`src/rtl/bin_bcd_convert_pkg.sv`:
```
// Shared constants for the ALU-to-display path: state encodings,
// display limits and the overflow glyph.
package bin_bcd_convert_pkg;

  localparam int BIN_W_DEF  = 16;
  localparam int DIGITS_DEF = 4;

  // Largest value the 4-digit display can show (10^DIGITS - 1).
  localparam int MAX_VAL = 9999;

  // Nibble replicated across the display when the value does not fit.
  localparam logic [3:0] OVF_NIBBLE = 4'hE;

  typedef enum logic [1:0] {
    IDLE  = 2'd0,
    SHIFT = 2'd1,
    DONE  = 2'd2
  } state_t;

  // Digits needed to hold any bin_w-bit value: ceil(bin_w * log10(2)).
  function automatic int acc_digits(input int bin_w);
    return (bin_w * 30103 + 99999) / 100000;
  endfunction

endpackage

```
`src/rtl/bin_bcd_convert_if.sv`:
```
// Request/result bundle between the ALU result path and the converter.
interface bin_bcd_convert_if
  import bin_bcd_convert_pkg::*;
#(
  parameter int BIN_W  = BIN_W_DEF,
  parameter int DIGITS = DIGITS_DEF
);

  logic                  Bin_Bcd_start;
  logic [BIN_W-1:0]      Bin_Bcd_bin;
  logic                  Bin_Bcd_busy;
  logic                  Bin_Bcd_done;
  logic                  Bin_Bcd_ovf;
  logic [4*DIGITS-1:0]   Bin_Bcd_bcd;

  modport master (
    output Bin_Bcd_start, Bin_Bcd_bin,
    input  Bin_Bcd_busy, Bin_Bcd_done, Bin_Bcd_ovf, Bin_Bcd_bcd
  );

  modport slave (
    input  Bin_Bcd_start, Bin_Bcd_bin,
    output Bin_Bcd_busy, Bin_Bcd_done, Bin_Bcd_ovf, Bin_Bcd_bcd
  );

endinterface

```
`src/rtl/bin_bcd_convert_bcd_digit_adj.sv`:
```
// Double-dabble digit correction: a digit of 5 or more gets +3 so that
// the following left shift carries correctly into the next decade.
module bcd_digit_adj (
  input  logic [3:0] in_i,
  output logic [3:0] out_o
);

  assign out_o = (in_i >= 4'd5) ? (in_i + 4'd3) : in_i;

endmodule

```
`src/rtl/bin_bcd_convert.sv`:
```
// Sequential binary-to-BCD converter (shift-and-add-3, one bit per clock)
// feeding the seven-segment display data bus.
module bin_bcd_convert
  import bin_bcd_convert_pkg::*;
#(
  parameter int BIN_W  = BIN_W_DEF,
  parameter int DIGITS = DIGITS_DEF
) (
  input  logic               Bin_Bcd_clk_100MHz,
  input  logic               Bin_Bcd_reset_n,
  bin_bcd_convert_if.slave   bus
);

  localparam int ACC_D = acc_digits(BIN_W);
  localparam int ACC_W = 4 * ACC_D;
  localparam int OUT_W = 4 * DIGITS;
  localparam int CNT_W = $clog2(BIN_W + 1);

  state_t             state_q, state_d;
  logic [BIN_W-1:0]   shift_q, shift_d;
  logic [ACC_W-1:0]   acc_q, acc_d;
  logic [ACC_W-1:0]   acc_adj;
  logic [ACC_W-1:0]   acc_shifted;
  logic [BIN_W-1:0]   shift_shifted;
  logic [CNT_W-1:0]   cnt_q, cnt_d;
  logic               ovf_lat_q, ovf_lat_d;
  logic               ovf_q, ovf_d;
  logic [OUT_W-1:0]   bcd_q, bcd_d;

  // One correction cell per accumulator digit.
  for (genvar gi = 0; gi < ACC_D; gi++) begin : g_adj
    bcd_digit_adj u_adj (
      .in_i  (acc_q[4*gi +: 4]),
      .out_o (acc_adj[4*gi +: 4])
    );
  end

  // The adjusted top bit falls off the shift; the accumulator is sized so
  // it is always zero for any BIN_W-bit input.
  logic unused_acc_msb;
  assign unused_acc_msb = acc_adj[ACC_W-1];

  assign {acc_shifted, shift_shifted} = {acc_adj[ACC_W-2:0], shift_q, 1'b0};

  // Next-state and datapath control; every target defaults to hold.
  always_comb begin
    state_d   = state_q;
    shift_d   = shift_q;
    acc_d     = acc_q;
    cnt_d     = cnt_q;
    ovf_lat_d = ovf_lat_q;
    ovf_d     = ovf_q;
    bcd_d     = bcd_q;
    case (state_q)
      IDLE: begin
        if (bus.Bin_Bcd_start) begin
          shift_d   = bus.Bin_Bcd_bin;
          acc_d     = '0;
          ovf_lat_d = (32'(bus.Bin_Bcd_bin) > MAX_VAL);
          cnt_d     = CNT_W'(BIN_W);
          state_d   = SHIFT;
        end
      end
      SHIFT: begin
        acc_d   = acc_shifted;
        shift_d = shift_shifted;
        cnt_d   = cnt_q - CNT_W'(1);
        if (cnt_q == CNT_W'(1)) begin
          // Publish on the edge entering DONE so the result is visible
          // in the same cycle as the done pulse.
          ovf_d   = ovf_lat_q;
          bcd_d   = ovf_lat_q ? {DIGITS{OVF_NIBBLE}} : acc_shifted[OUT_W-1:0];
          state_d = DONE;
        end
      end
      DONE:    state_d = IDLE;
      default: state_d = IDLE;
    endcase
  end

  // State, datapath and display registers.
  always_ff @(posedge Bin_Bcd_clk_100MHz or negedge Bin_Bcd_reset_n) begin
    if (!Bin_Bcd_reset_n) begin
      state_q   <= IDLE;
      shift_q   <= '0;
      acc_q     <= '0;
      cnt_q     <= '0;
      ovf_lat_q <= 1'b0;
      ovf_q     <= 1'b0;
      bcd_q     <= '0;
    end else begin
      state_q   <= state_d;
      shift_q   <= shift_d;
      acc_q     <= acc_d;
      cnt_q     <= cnt_d;
      ovf_lat_q <= ovf_lat_d;
      ovf_q     <= ovf_d;
      bcd_q     <= bcd_d;
    end
  end

  assign bus.Bin_Bcd_busy = (state_q == SHIFT);
  assign bus.Bin_Bcd_done = (state_q == DONE);
  assign bus.Bin_Bcd_ovf  = ovf_q;
  assign bus.Bin_Bcd_bcd  = bcd_q;

endmodule

```
`src/flat_wrapper.sv`:
```
// flat-port wrapper written by rule: the top's interface ports become plain ports
module bin_bcd_convert_flat import bin_bcd_convert_pkg::*;
#(
  parameter int BIN_W  = BIN_W_DEF,
  parameter int DIGITS = DIGITS_DEF
)
  (Bin_Bcd_clk_100MHz, Bin_Bcd_reset_n, bus_Bin_Bcd_start, bus_Bin_Bcd_bin, bus_Bin_Bcd_busy, bus_Bin_Bcd_done, bus_Bin_Bcd_ovf, bus_Bin_Bcd_bcd);
  bin_bcd_convert_if #(.BIN_W(BIN_W), .DIGITS(DIGITS)) bus_i ();
  input  logic Bin_Bcd_clk_100MHz;
  input  logic Bin_Bcd_reset_n;
  input wire logic [$bits(bus_i.Bin_Bcd_start)-1:0] bus_Bin_Bcd_start;
  input wire logic [$bits(bus_i.Bin_Bcd_bin)-1:0] bus_Bin_Bcd_bin;
  output wire logic [$bits(bus_i.Bin_Bcd_busy)-1:0] bus_Bin_Bcd_busy;
  output wire logic [$bits(bus_i.Bin_Bcd_done)-1:0] bus_Bin_Bcd_done;
  output wire logic [$bits(bus_i.Bin_Bcd_ovf)-1:0] bus_Bin_Bcd_ovf;
  output wire logic [$bits(bus_i.Bin_Bcd_bcd)-1:0] bus_Bin_Bcd_bcd;
  assign bus_i.Bin_Bcd_start = bus_Bin_Bcd_start;
  assign bus_i.Bin_Bcd_bin = bus_Bin_Bcd_bin;
  assign bus_Bin_Bcd_busy = bus_i.Bin_Bcd_busy;
  assign bus_Bin_Bcd_done = bus_i.Bin_Bcd_done;
  assign bus_Bin_Bcd_ovf = bus_i.Bin_Bcd_ovf;
  assign bus_Bin_Bcd_bcd = bus_i.Bin_Bcd_bcd;
  bin_bcd_convert #(.BIN_W(BIN_W), .DIGITS(DIGITS)) u_core (.Bin_Bcd_clk_100MHz(Bin_Bcd_clk_100MHz), .Bin_Bcd_reset_n(Bin_Bcd_reset_n), .bus(bus_i));
endmodule
```
`config.mk`:
```
export PLATFORM = sky130hd
export DESIGN_NAME = bin_bcd_convert_flat
export DESIGN_NICKNAME = d
export VERILOG_FILES = /design/src/rtl/bin_bcd_convert_pkg.sv /design/src/rtl/bin_bcd_convert_if.sv /design/src/rtl/bin_bcd_convert_bcd_digit_adj.sv /design/src/rtl/bin_bcd_convert.sv /design/src/flat_wrapper.sv
export SDC_FILE = /design/constraint.sdc
export NUM_CORES = 1
export LEC_CHECK = 0
export BUFFER_PORTS_ARGS = -buffer_cell sky130_fd_sc_hd__buf_2
export CAP_MARGIN = 30
export CORE_ASPECT_RATIO = 1.2
export CORE_MARGIN = 3
export CORE_UTILIZATION = 60
export DETAILED_ROUTE_END_ITERATION = 10
export PLACE_DENSITY = 0.91
export SYNTH_ARGS = -nofsm -noshare
export SYNTH_HDL_FRONTEND = slang
export SYNTH_SLANG_ARGS = --single-unit
```
`constraint.sdc`:
```
create_clock -name Bin_Bcd_clk_100MHz -period 4.1 [get_ports Bin_Bcd_clk_100MHz]
set_input_delay 0.615 -clock Bin_Bcd_clk_100MHz [delete_from_list [all_inputs] [get_ports Bin_Bcd_clk_100MHz]]
set_output_delay 0.615 -clock Bin_Bcd_clk_100MHz [all_outputs]
set_load 0.02 [all_outputs]
```
==> flow_metrics.py <==
metrics = {
    "sta": {
        "max_freq_mhz": 429,
        "setup_viol": 0,
        "min_period_ns": 2.33,
        "rsz0062_at_grt": "false",
        "finalHoldViolations": 0,
        "slew_headroom_pct": 55.4,
        "worst_slew_pin_slew_ns": 0.667,
        "timing.final.crit_share_pct": 56.9,
        "drv_slew": 0,
        "fin_tns_setup_ns": 0,
        "fin_skew_ns": 0.00623,
        "setup_ws_ns": 1.77,
    },
    "layout": {
        "diodes": 0,
        "fin_area_mm2": 0.00307,
        "fin_cells": 382,
        "nNetsFinal": 352,
        "final_common_cell": "dfrtp_1",
        "syn2layout_area_growth_pct": 14.5,
        "drive_gt1_share_pct": 19.0,
        "mostFrequentLayoutCells": "57 x dfrtp_1, 50 x nand2_1, 37 x buf_2, 31 x o21ai_0, 21 x nor2_1",
        "post-route-util_pct": 71.5,
    },
    "route": {
        "ant_nets": 0,
        "postRouteWirelength_um": 5580,
        "avgRoutedWirePerCell_um": 14.6,
        "routed_via_density": 5.73,
        "drc": 0,
        "first_pass_iters": 4,
        "drt-initial-drc-count": 231,
        "num_vias": 2187,
    },
    "cts": {
        "clk_path_buf_depth": 2,
        "htreeDepth": 3,
        "postCtsSetupRepairBufs": 0,
        "cts_tree": "built",
        "insertion_delay_ns": 0.34,
        "path_clk_slew_ns": 0.06,
        "clock-sinks": 57,
        "root_buffer": "clkbuf_8",
        "ctsHoldBuffers": 0,
        "numCtsBuffers": 9,
        "post_cts_resized": 0,
    },
    "place": {
        "dp_cells": 368,
        "hpwlAfterDp_um": 3870,
        "io_buffers": 37,
        "postPlaceCellArea_mm2": 0.00291,
        "preCtsSetupSlack_ns": 2.02,
        "place_congestion": 0.836,
    },
    "floorplanning": {
        "start_util_pct": 62.4,
        "die_area_mm2": 0.00531,
        "rows": 26,
        "ios": 38,
        "fp.coreArea_mm2": 0.00429,
        "die_h_um": 79.2,
        "die_w_um": 67.0,
    },
    "synthesis": {
        "synthCells": 284,
        "ys_seq_area_share_pct": 53.2,
        "synth_nets": 313,
        "ys_ff_latch": 57,
        "syn_area_per_cell_um2": 9.44,
        "ys_warn_count": 0,
        "ys_types": 32,
        "synth_top_cell_by_area": "dfrtp_1",
        "syn_area_mm2": 0.00268,
        "synth_area_leaders": "dfrtp_1 53%, nand2_1 7.0%, o21ai_0 5.8%",
        "synthDominantCellAreaShare_pct": 53.2,
    },
    "status": {
        "status": "finished clean",
    },
    "grt": {
        "grt_pass1_wl_um": 9870,
        "grt_pass1_vias": 2212,
        "grt_max_degree": 36,
        "grt_overflow": 0,
        "grt_usage_pct": 24.6,
        "antenna_found_initial": 0,
    },
    "power_and_ir_drop": {
        "p_leak_nw": 1.43,
        "peakVddDrop_uv": 539,
        "p_per_area_mw_per_mm2": 842,
    },
    "flow_run": {
        "cap_viol_max_count": 0,
    },
    "critical_path": {
        "rr_endpoint": "u_core.shift_q[9]",
        "reg2reg_from": "u_core.state_q[1]",
        "critPathArrivalTime_ns": 1.72,
        "r2r_setup_slack_ns": 1.97,
        "worstPathRequired_ns": 3.48,
        "slowest_delay_ns": 0.40,
        "cp-start-kind": "register",
        "crit_chain": "nand2b_1 > buf_4 > inv_2 > buf_2",
        "crit_fanout": 35,
        "end_kind": "output pin",
        "worst_r2r_path_depth": 7,
        "path_class": "reg -> out",
        "cpMaxStageDelayCell": "dfrtp_1",
    },
    "hold_path": {
        "hold_class": "in -> async",
    },
}
-- worst max-delay path by stage --
| stage | start | endpoint | slack [ns] | cells past startpoint |
|---|---|---|---|---|
| finish | u_core.state_q[1] | bus_Bin_Bcd_busy | 1.77 | 4 |
| detailed placement | bus_Bin_Bcd_start | u_core.shift_q[9] | 2.02 | 7 |
| global route | u_core.state_q[1] | bus_Bin_Bcd_busy | 1.65 | 4 |
| global placement | bus_Bin_Bcd_start | u_core.shift_q[4] | 2.09 | 7 |
| floorplan | u_core.state_q[1] | bus_Bin_Bcd_busy | 2.51 | 4 |
| CTS | u_core.state_q[1] | bus_Bin_Bcd_busy | 1.78 | 4 |
-- logic make-up (layout without fill, tap and decap cells) --
logic type	count (synthesis)	count (layout)	share of synthesized area [%]
buffers and inverters	25	67	4.16
AOI/OAI and AO/OA	68	68	14.4
DFF	57	57	53.2
and+or+nand+nor	115	115	20.2
muxes	5	5	2.05
adders and majority gates	10	10	4.67
xor gates and xnor gates	4	4	1.31
-- area by class of cell --
| type | count | area, µm² |
|---|---|---|
| clock buffer | 14 | 163 |
| fill | 345 | 1220 |
| inverter | 12 | 47.5 |
| multi-input combinational | 202 | 1150 |
| sequential | 57 | 1430 |
| tap | 56 | 70.1 |
| timing repair buffer | 41 | 215 |
-- metrics by stage --
stage | total power [W] | hold slack (ns)
floorplan | 0.00182 | 0.319
global placement | 0.00206 | 0.452
detailed placement | 0.00213 | 0.455
CTS | 0.00259 | 0.273
global route | 0.00281 | 0.297
finish | 0.00259 | 0.259
-- Yosys cell counts (all sizes together) --
cell type / n
o211ai: 1
dfrtp: 57
nor3: 8
mux2: 4
nand4: 1
o31ai: 1
or4: 1
nand3: 16
clkbuf: 6
nand2b: 8
nor4b: 1
nor2: 22
nand2: 51
inv: 12
a21oi: 17
mux2i: 1
nor2b: 1
a31oi: 2
nor3b: 4
ha: 10
nor4: 1
xnor2: 4
o21ai: 32
buf: 7
a22oi: 15
nand3b: 1
-- critical path, delay by kind of cell (launching register included) --
kind,cells,cell delay (ns)
flip-flops,1,0.40
AND/OR/NAND/NOR,1,0.16
buffers and inverters,3,0.83
-- metal layers --
metal | global-route usage (%) | up-vias | wire (µm)
met2 | 39.5 | 73 | 2800
li1 | - | 1057 | -
met3 | 6.08 | 12 | 311
met4 | 11.6 | 0 | 133
met1 | 30.8 | 1045 | 2330
met5 | 0 | - | 0
-- state kept, by name (all words and copies together), names as in the netlist --
register / flops
u_core.shift_q: 16
u_core.bus.Bin_Bcd_bcd: 16
u_core.bus.Bin_Bcd_ovf: 1
u_core.acc_q: 16
u_core.ovf_lat_q: 1
u_core.state_q: 2
u_core.cnt_q: 5
-- report_power, final --
group	internal (W)	total, W	switching (W)
clock network	0.000246	0.000452	0.000206
logic	0.000426	0.00110	0.000677
registers	0.000827	0.00103	0.000203
total	0.00150	0.00259	0.00109
No activity file was read; power rests on OpenSTA's default activity.
